==> src/rtl/padring_in_filter_pkg.sv <==
// padring_in_filter_pkg: shared pad-ring constants for the receive-side input filter.
package padring_in_filter_pkg;
    localparam int NMioPads         = 16;
    localparam int NDioPads         = 4;
    localparam int AttrDw           = 8;
    localparam int PadAttrInvBit    = 0;
    localparam int PadAttrFiltEnBit = 4;
    localparam int FiltCntW         = 4;
    localparam int SyncStages       = 2;
endpackage

==> src/rtl/padring_in_filter_if.sv <==
// padring_in_filter_if: pad-side inputs, attributes and filtered level/edge outputs of one bank.
interface padring_in_filter_if #(
    parameter int NPads    = 16,
    parameter int AttrDw   = 8,
    parameter int FiltCntW = 4
);
    logic [NPads-1:0]        pad_in_i;
    logic [NPads*AttrDw-1:0] attr_i;
    logic [FiltCntW-1:0]     filt_thresh_i;
    logic [NPads-1:0]        in_o;
    logic [NPads-1:0]        rise_o;
    logic [NPads-1:0]        fall_o;
    modport master (output pad_in_i, attr_i, filt_thresh_i, input in_o, rise_o, fall_o);
    modport slave  (input pad_in_i, attr_i, filt_thresh_i, output in_o, rise_o, fall_o);
endinterface

==> src/rtl/padring_in_filter_chan.sv <==
// padring_in_filter_chan: one pad's synchroniser, invert, glitch filter, stable level and edge pulses.
module padring_in_filter_chan #(
    parameter int FiltCntW   = 4,
    parameter int SyncStages = 2
) (
    input  logic                clk_i,
    input  logic                rst_i,
    input  logic                pad,
    input  logic                inv,
    input  logic                fen,
    input  logic [FiltCntW-1:0] thresh,
    input  logic                primed,
    output logic                st,
    output logic                rise,
    output logic                fall
);
    logic [SyncStages-1:0] sync_q;
    logic [FiltCntW-1:0]   cnt_q, cnt_d;
    logic [FiltCntW:0]     cnt_inc, t_eff;
    logic                  s, hit, st_d;
    // Threshold 0 behaves as 1; the counter clears on the update edge so it never exceeds T.
    always_comb begin
        s       = sync_q[SyncStages-1] ^ inv;
        t_eff   = (thresh == '0) ? (FiltCntW+1)'(1) : {1'b0, thresh};
        cnt_inc = {1'b0, cnt_q} + 1'b1;
        hit     = fen && (s != st) && (cnt_inc >= t_eff);
        st_d    = (!fen || hit) ? s : st;
        cnt_d   = (!fen || s == st || hit) ? '0 : cnt_inc[FiltCntW-1:0];
    end
    always_ff @(posedge clk_i or posedge rst_i) begin
        if (rst_i) begin
            sync_q <= '0;
            cnt_q  <= '0;
            st     <= 1'b0;
            rise   <= 1'b0;
            fall   <= 1'b0;
        end else begin
            sync_q <= {sync_q[SyncStages-2:0], pad};
            cnt_q  <= cnt_d;
            st     <= st_d;
            rise   <= primed & st_d & ~st;
            fall   <= primed & ~st_d & st;
        end
    end
endmodule

==> src/rtl/padring_in_filter.sv <==
// padring_in_filter: per-bank pad input resynchroniser and glitch filter with rise/fall pulses.
module padring_in_filter #(
    parameter int NPads      = padring_in_filter_pkg::NMioPads,
    parameter int AttrDw     = padring_in_filter_pkg::AttrDw,
    parameter int FiltCntW   = padring_in_filter_pkg::FiltCntW,
    parameter int SyncStages = padring_in_filter_pkg::SyncStages
) (
    input logic                  clk_i,
    input logic                  rst_i,
    padring_in_filter_if.slave   bus
);
    import padring_in_filter_pkg::*;
    localparam int PW = $clog2(SyncStages + 2);
    localparam logic [PW-1:0] PrimeMax = PW'(SyncStages + 1);
    logic [PW-1:0] prime_q;
    logic          primed;
    // Edge pulses stay masked until the synchronisers have flushed their post-reset contents.
    assign primed = prime_q == PrimeMax;
    always_ff @(posedge clk_i or posedge rst_i) begin
        if (rst_i) prime_q <= '0;
        else       prime_q <= primed ? prime_q : prime_q + 1'b1;
    end
    for (genvar k = 0; k < NPads; k++) begin : g_chan
        padring_in_filter_chan #(
            .FiltCntW  (FiltCntW),
            .SyncStages(SyncStages)
        ) u_chan (
            .clk_i (clk_i),
            .rst_i (rst_i),
            .pad   (bus.pad_in_i[k]),
            .inv   (bus.attr_i[k*AttrDw + PadAttrInvBit]),
            .fen   (bus.attr_i[k*AttrDw + PadAttrFiltEnBit]),
            .thresh(bus.filt_thresh_i),
            .primed(primed),
            .st    (bus.in_o[k]),
            .rise  (bus.rise_o[k]),
            .fall  (bus.fall_o[k])
        );
    end
endmodule

==> src/flat_wrapper.sv <==
// flat-port wrapper written by rule: the top's interface ports become plain ports
module padring_in_filter_flat import padring_in_filter_pkg::*;
#(
    parameter int NPads      = padring_in_filter_pkg::NMioPads,
    parameter int AttrDw     = padring_in_filter_pkg::AttrDw,
    parameter int FiltCntW   = padring_in_filter_pkg::FiltCntW,
    parameter int SyncStages = padring_in_filter_pkg::SyncStages
)
  (clk_i, rst_i, bus_pad_in_i, bus_attr_i, bus_filt_thresh_i, bus_in_o, bus_rise_o, bus_fall_o);
  padring_in_filter_if #(.NPads(NPads), .AttrDw(AttrDw), .FiltCntW(FiltCntW)) bus_i ();
  input logic clk_i;
  input logic rst_i;
  input wire logic [$bits(bus_i.pad_in_i)-1:0] bus_pad_in_i;
  input wire logic [$bits(bus_i.attr_i)-1:0] bus_attr_i;
  input wire logic [$bits(bus_i.filt_thresh_i)-1:0] bus_filt_thresh_i;
  output wire logic [$bits(bus_i.in_o)-1:0] bus_in_o;
  output wire logic [$bits(bus_i.rise_o)-1:0] bus_rise_o;
  output wire logic [$bits(bus_i.fall_o)-1:0] bus_fall_o;
  assign bus_i.pad_in_i = bus_pad_in_i;
  assign bus_i.attr_i = bus_attr_i;
  assign bus_i.filt_thresh_i = bus_filt_thresh_i;
  assign bus_in_o = bus_i.in_o;
  assign bus_rise_o = bus_i.rise_o;
  assign bus_fall_o = bus_i.fall_o;
  padring_in_filter #(.NPads(NPads), .AttrDw(AttrDw), .FiltCntW(FiltCntW), .SyncStages(SyncStages)) u_core (.clk_i(clk_i), .rst_i(rst_i), .bus(bus_i));
endmodule
==> config.mk <==
export PLATFORM = sky130hd
export DESIGN_NAME = padring_in_filter_flat
export DESIGN_NICKNAME = d
export VERILOG_FILES = /design/src/rtl/padring_in_filter_pkg.sv /design/src/rtl/padring_in_filter_if.sv /design/src/rtl/padring_in_filter_chan.sv /design/src/rtl/padring_in_filter.sv /design/src/flat_wrapper.sv
export SDC_FILE = /design/constraint.sdc
export NUM_CORES = 1
export LEC_CHECK = 0
export ABC_CLOCK_PERIOD_IN_PS = 5650
export BUFFER_PORTS_ARGS = -buffer_cell sky130_fd_sc_hd__buf_4
export CAP_MARGIN = 20
export CORE_UTILIZATION = 45
export DETAILED_ROUTE_END_ITERATION = 8
export HOLD_SLACK_MARGIN = 0.12
export PLACE_DENSITY_LB_ADDON = 0.25
export SLEW_MARGIN = 20
export SYNTH_ARGS = -nofsm -noshare
export SYNTH_HDL_FRONTEND = slang
export SYNTH_SLANG_ARGS = --single-unit
==> constraint.sdc <==
create_clock -name clk_i -period 5.65 [get_ports clk_i]
set_clock_uncertainty 0.2 [all_clocks]
set_input_delay 1.13 -clock clk_i [delete_from_list [all_inputs] [get_ports clk_i]]
set_output_delay 1.13 -clock clk_i [all_outputs]
set_load 0.1 [all_outputs]
==> impl_metrics.csv <==
group,metric,value,unit
status,status,"completed",
worst_setup_path,worstPathRequired,5.80,ns
global_route,grt_max_degree,108,
finish,final-instance-count-excl-fill,938,
pwr,power_switching,1.04,mW
worst_setup_path,crit_family,"compound AO/OA/AOI/OAI gates",
global_route,grt-ovfl-total,0,
sta,finalMaxSlewViolations,0,
pwr,seqPwrFrac,0.382,
placement,dp.cells,906,
sta,post-route-period-util,0.579,
finish,drive_above_1_share,0.241,
clock_tree,ctsResizeCount,0,
sta,fmax,306,MHz
flow_run,max_cap_violations,0,
synthesis,ys_seq_area_frac,0.500,
finish,fin_util,0.540,
drt,num_vias,4550,
synthesis,synth_area_leaders,"dfrtp_1, ha_1, xnor2_1",
synthesis,synthCells,639,
synthesis,synth_edf_count,0,
worst_setup_path,slowest_delay,0.52,ns
floorplanning,die_w,129,um
clock_tree,cts_tree,"done",
floorplanning,row_count,46,
worst_setup_path,arrival,3.43,ns
pwr,pwr-share-clk,0.361,
sta,fin_tns_setup,0,ns
floorplanning,die_y,129,um
clock_tree,cts_max_level,4,
clock_tree,cts_sinks,146,
drt,postRouteWirelength,12.9,mm
pwr,p_sw_frac,0.334,
placement,dpl_cell_area,7970,sq um
clock_tree,clk-insertion-delay-late,0.42,ns
pwr,comb_power_share,0.257,
clock_tree,post_cts_buffers,0,
worst_setup_path,critPathBufInv,3,
floorplanning,start_util,0.460,
synthesis,synth.net_count,855,
placement,gp_congestion,0.730,
clock_tree,numCtsBuffers,17,
clock_tree,clk_root_buffer_cell,"clkbuf_16",
floorplanning,core_area,15900,sq um
drt,ant_nets,0,
placement,port_buffers,101,
sta,relSlewSlack,0.372,
floorplanning,io-pin-count,198,
finish,areaGrowthSynthToFinish,17.4,%
worst_setup_path,crit_slowest_cell,"a31o_2",
drt,first_iter_violations,146,
worst_setup_path,end_kind,"flop",
finish,fillers,1379,
synthesis,synth.largest_area_cell,"dfrtp_1",
floorplanning,die_area,16700,sq um
finish,final_area,8570,sq um
synthesis,synth.avg_cell_area,11.4,sq um
sta,hold_viol,0,
sta,rsz0062_at_grt,"no",
finish,diodes,0,
pwr,power.internal,2.07,mW
drt,drc,0,
synthesis,synth_most_common_cell,"dfrtp_1",
finish,fin_nets,925,
worst_setup_path,worstPathMaxFanout,17,
sta,min_period,3.27,ns
synthesis,yosysWarnings,0,
synthesis,synth_top_area_frac,0.500,
drt,dr.pass1.iters,4,
pwr,leakagePower,4.33,nW
synthesis,synth_ff_type,"dfrtp_1",
global_route,antenna_found_initial,0,
placement,dp_hpwl,9.07,mm
sta,tightest_slew,0.942,ns
sta,whs,0.145,ns
worst_setup_path,critPathKind,"primary input to flop",
synthesis,ys_ff_latch,146,
drt,wl_per_cell,13.8,um
clock_tree,cts.clk_slew.worst_paths,0.06,ns
clock_tree,holdBufCountCts,0,
clock_tree,cts.path.max_buffers,2,
synthesis,async_reset_ff_frac,1.00,
synthesis,yosys-top-cells-count,"dfrtp_1, ha_1, inv_1",
synthesis,netlist_area,7300,sq um
finish,register_area,3650,sq um
global_route,grt_first_pass_wirelength,21.9,mm
drt,vias_per_cell,4.85,
hold_path,hold_class,"flop to flop",
worst_setup_path,path_cells,"buf_4 > inv_1 > buf_4 > a31o_2 > ha_1 > nand2b_1 > a21o_1 > a21o_1 > a221o_2 > nor2b_2",
sta,setup_violations,0,
worst_setup_path,startpoint_type,"primary input",
pwr,pwr_density_cell,362,nW/um^2
pwr,ir_worst_vdd,0.261,mV
global_route,grt_pass1_vias,4810,
synthesis,synth_cell_type_count,35,
global_route,grt_usage,0.170,
finish,multi_input_area,3020,sq um
[worst paths after layout]
check,startpoint,end,slack [ns],cells after the start
worst max-delay path,bus_filt_thresh_i[1],u_core.g_chan[15].u_chan.cnt_q[2]$_DFF_PP0_,2.38,10
worst min-delay path,u_core.g_chan[9].u_chan.sync_q[0]$_DFF_PP0_,u_core.g_chan[9].u_chan.sync_q[1]$_DFF_PP0_,0.15,0
worst max register to register,u_core.g_chan[9].u_chan.cnt_q[0]$_DFF_PP0_,u_core.g_chan[9].u_chan.cnt_q[1]$_DFF_PP0_,3.37,6
worst min register to register,u_core.g_chan[9].u_chan.sync_q[0]$_DFF_PP0_,u_core.g_chan[9].u_chan.sync_q[1]$_DFF_PP0_,0.15,0
max in group asynchronous,rst_i,u_core.g_chan[7].u_chan.fall$_DFF_PP0_,3.48,3
min in group asynchronous,rst_i,u_core.g_chan[3].u_chan.st$_DFF_PP0_,0.72,2
[through the flow]
| step | power, mW | worst slack [ns] |
|---|---|---|
| after floorplan | 1.89 | 0.397 |
| after global placement | 1.98 | 1.91 |
| after detailed placement | 2.00 | 1.86 |
| after CTS | 3.15 | 2.34 |
| after global routing | 3.25 | 2.25 |
| final | 3.10 | 2.38 |
[power by group through the flow]
stage	Sequential, mW	Clock (mW)	Combinational (mW)
2_1_floorplan	1.19	0	0.698
3_3_place_gp	1.20	0	0.782
3_5_place_dp	1.20	0	0.800
4_1_cts	1.19	1.15	0.805
5_1_grt	1.20	1.20	0.858
6_report	1.18	1.12	0.796
[layer usage]
metal	vias up	wire length [um]	global-route usage
met5	-	0	0
met4	0	243	0.0789
met3	22	554	0.0434
met2	84	6500	0.300
met1	2190	5630	0.194
li1	2254	-	-
[registers in the layout (all words and copies together), names as in the netlist]
name	cells
u_core.prime_q	2
u_core.g_chan.u_chan.rise	16
u_core.g_chan.u_chan.fall	16
u_core.g_chan.u_chan.st	16
u_core.g_chan.u_chan.sync_q	32
u_core.g_chan.u_chan.cnt_q	64
[cell families (layout without fill, tap and decap cells)]
logic type      count (synthesis)  count (layout)  synth area share
compound gates                 62              62            0.0733
mux                            17              17            0.0235
simple gates                  167             167             0.123
xor+xnor                       50              50            0.0600
fa+ha+maj                      80              80             0.134
flops                         146             146             0.500
buf+inv                       117             200            0.0860
[cell usage in the layout (no fill, tap or decap), drive strengths merged, types with 3 or more instances in the layout]
cell,instances
ha,66
dfrtp,146
clkinv,5
and2,15
a311oi,14
maj3,14
nor2,60
a21oi,15
and3,30
mux2i,16
nand2b,16
inv,64
o21ai,14
o221ai,14
a21o,3
xnor2,49
nor3b,3
clkbuf,24
nor2b,17
nand3,19
buf,104
[area by class of cell]
cell class	instances	share of cell area
sequential	146	0.426
multi-input combinational	376	0.352
timing repair buffer	104	0.0911
clock buffer	24	0.0585
tap	216	0.0315
inverter	64	0.0286
clock inverter	8	0.0117
No activity file was read; power rests on OpenSTA's default activity.
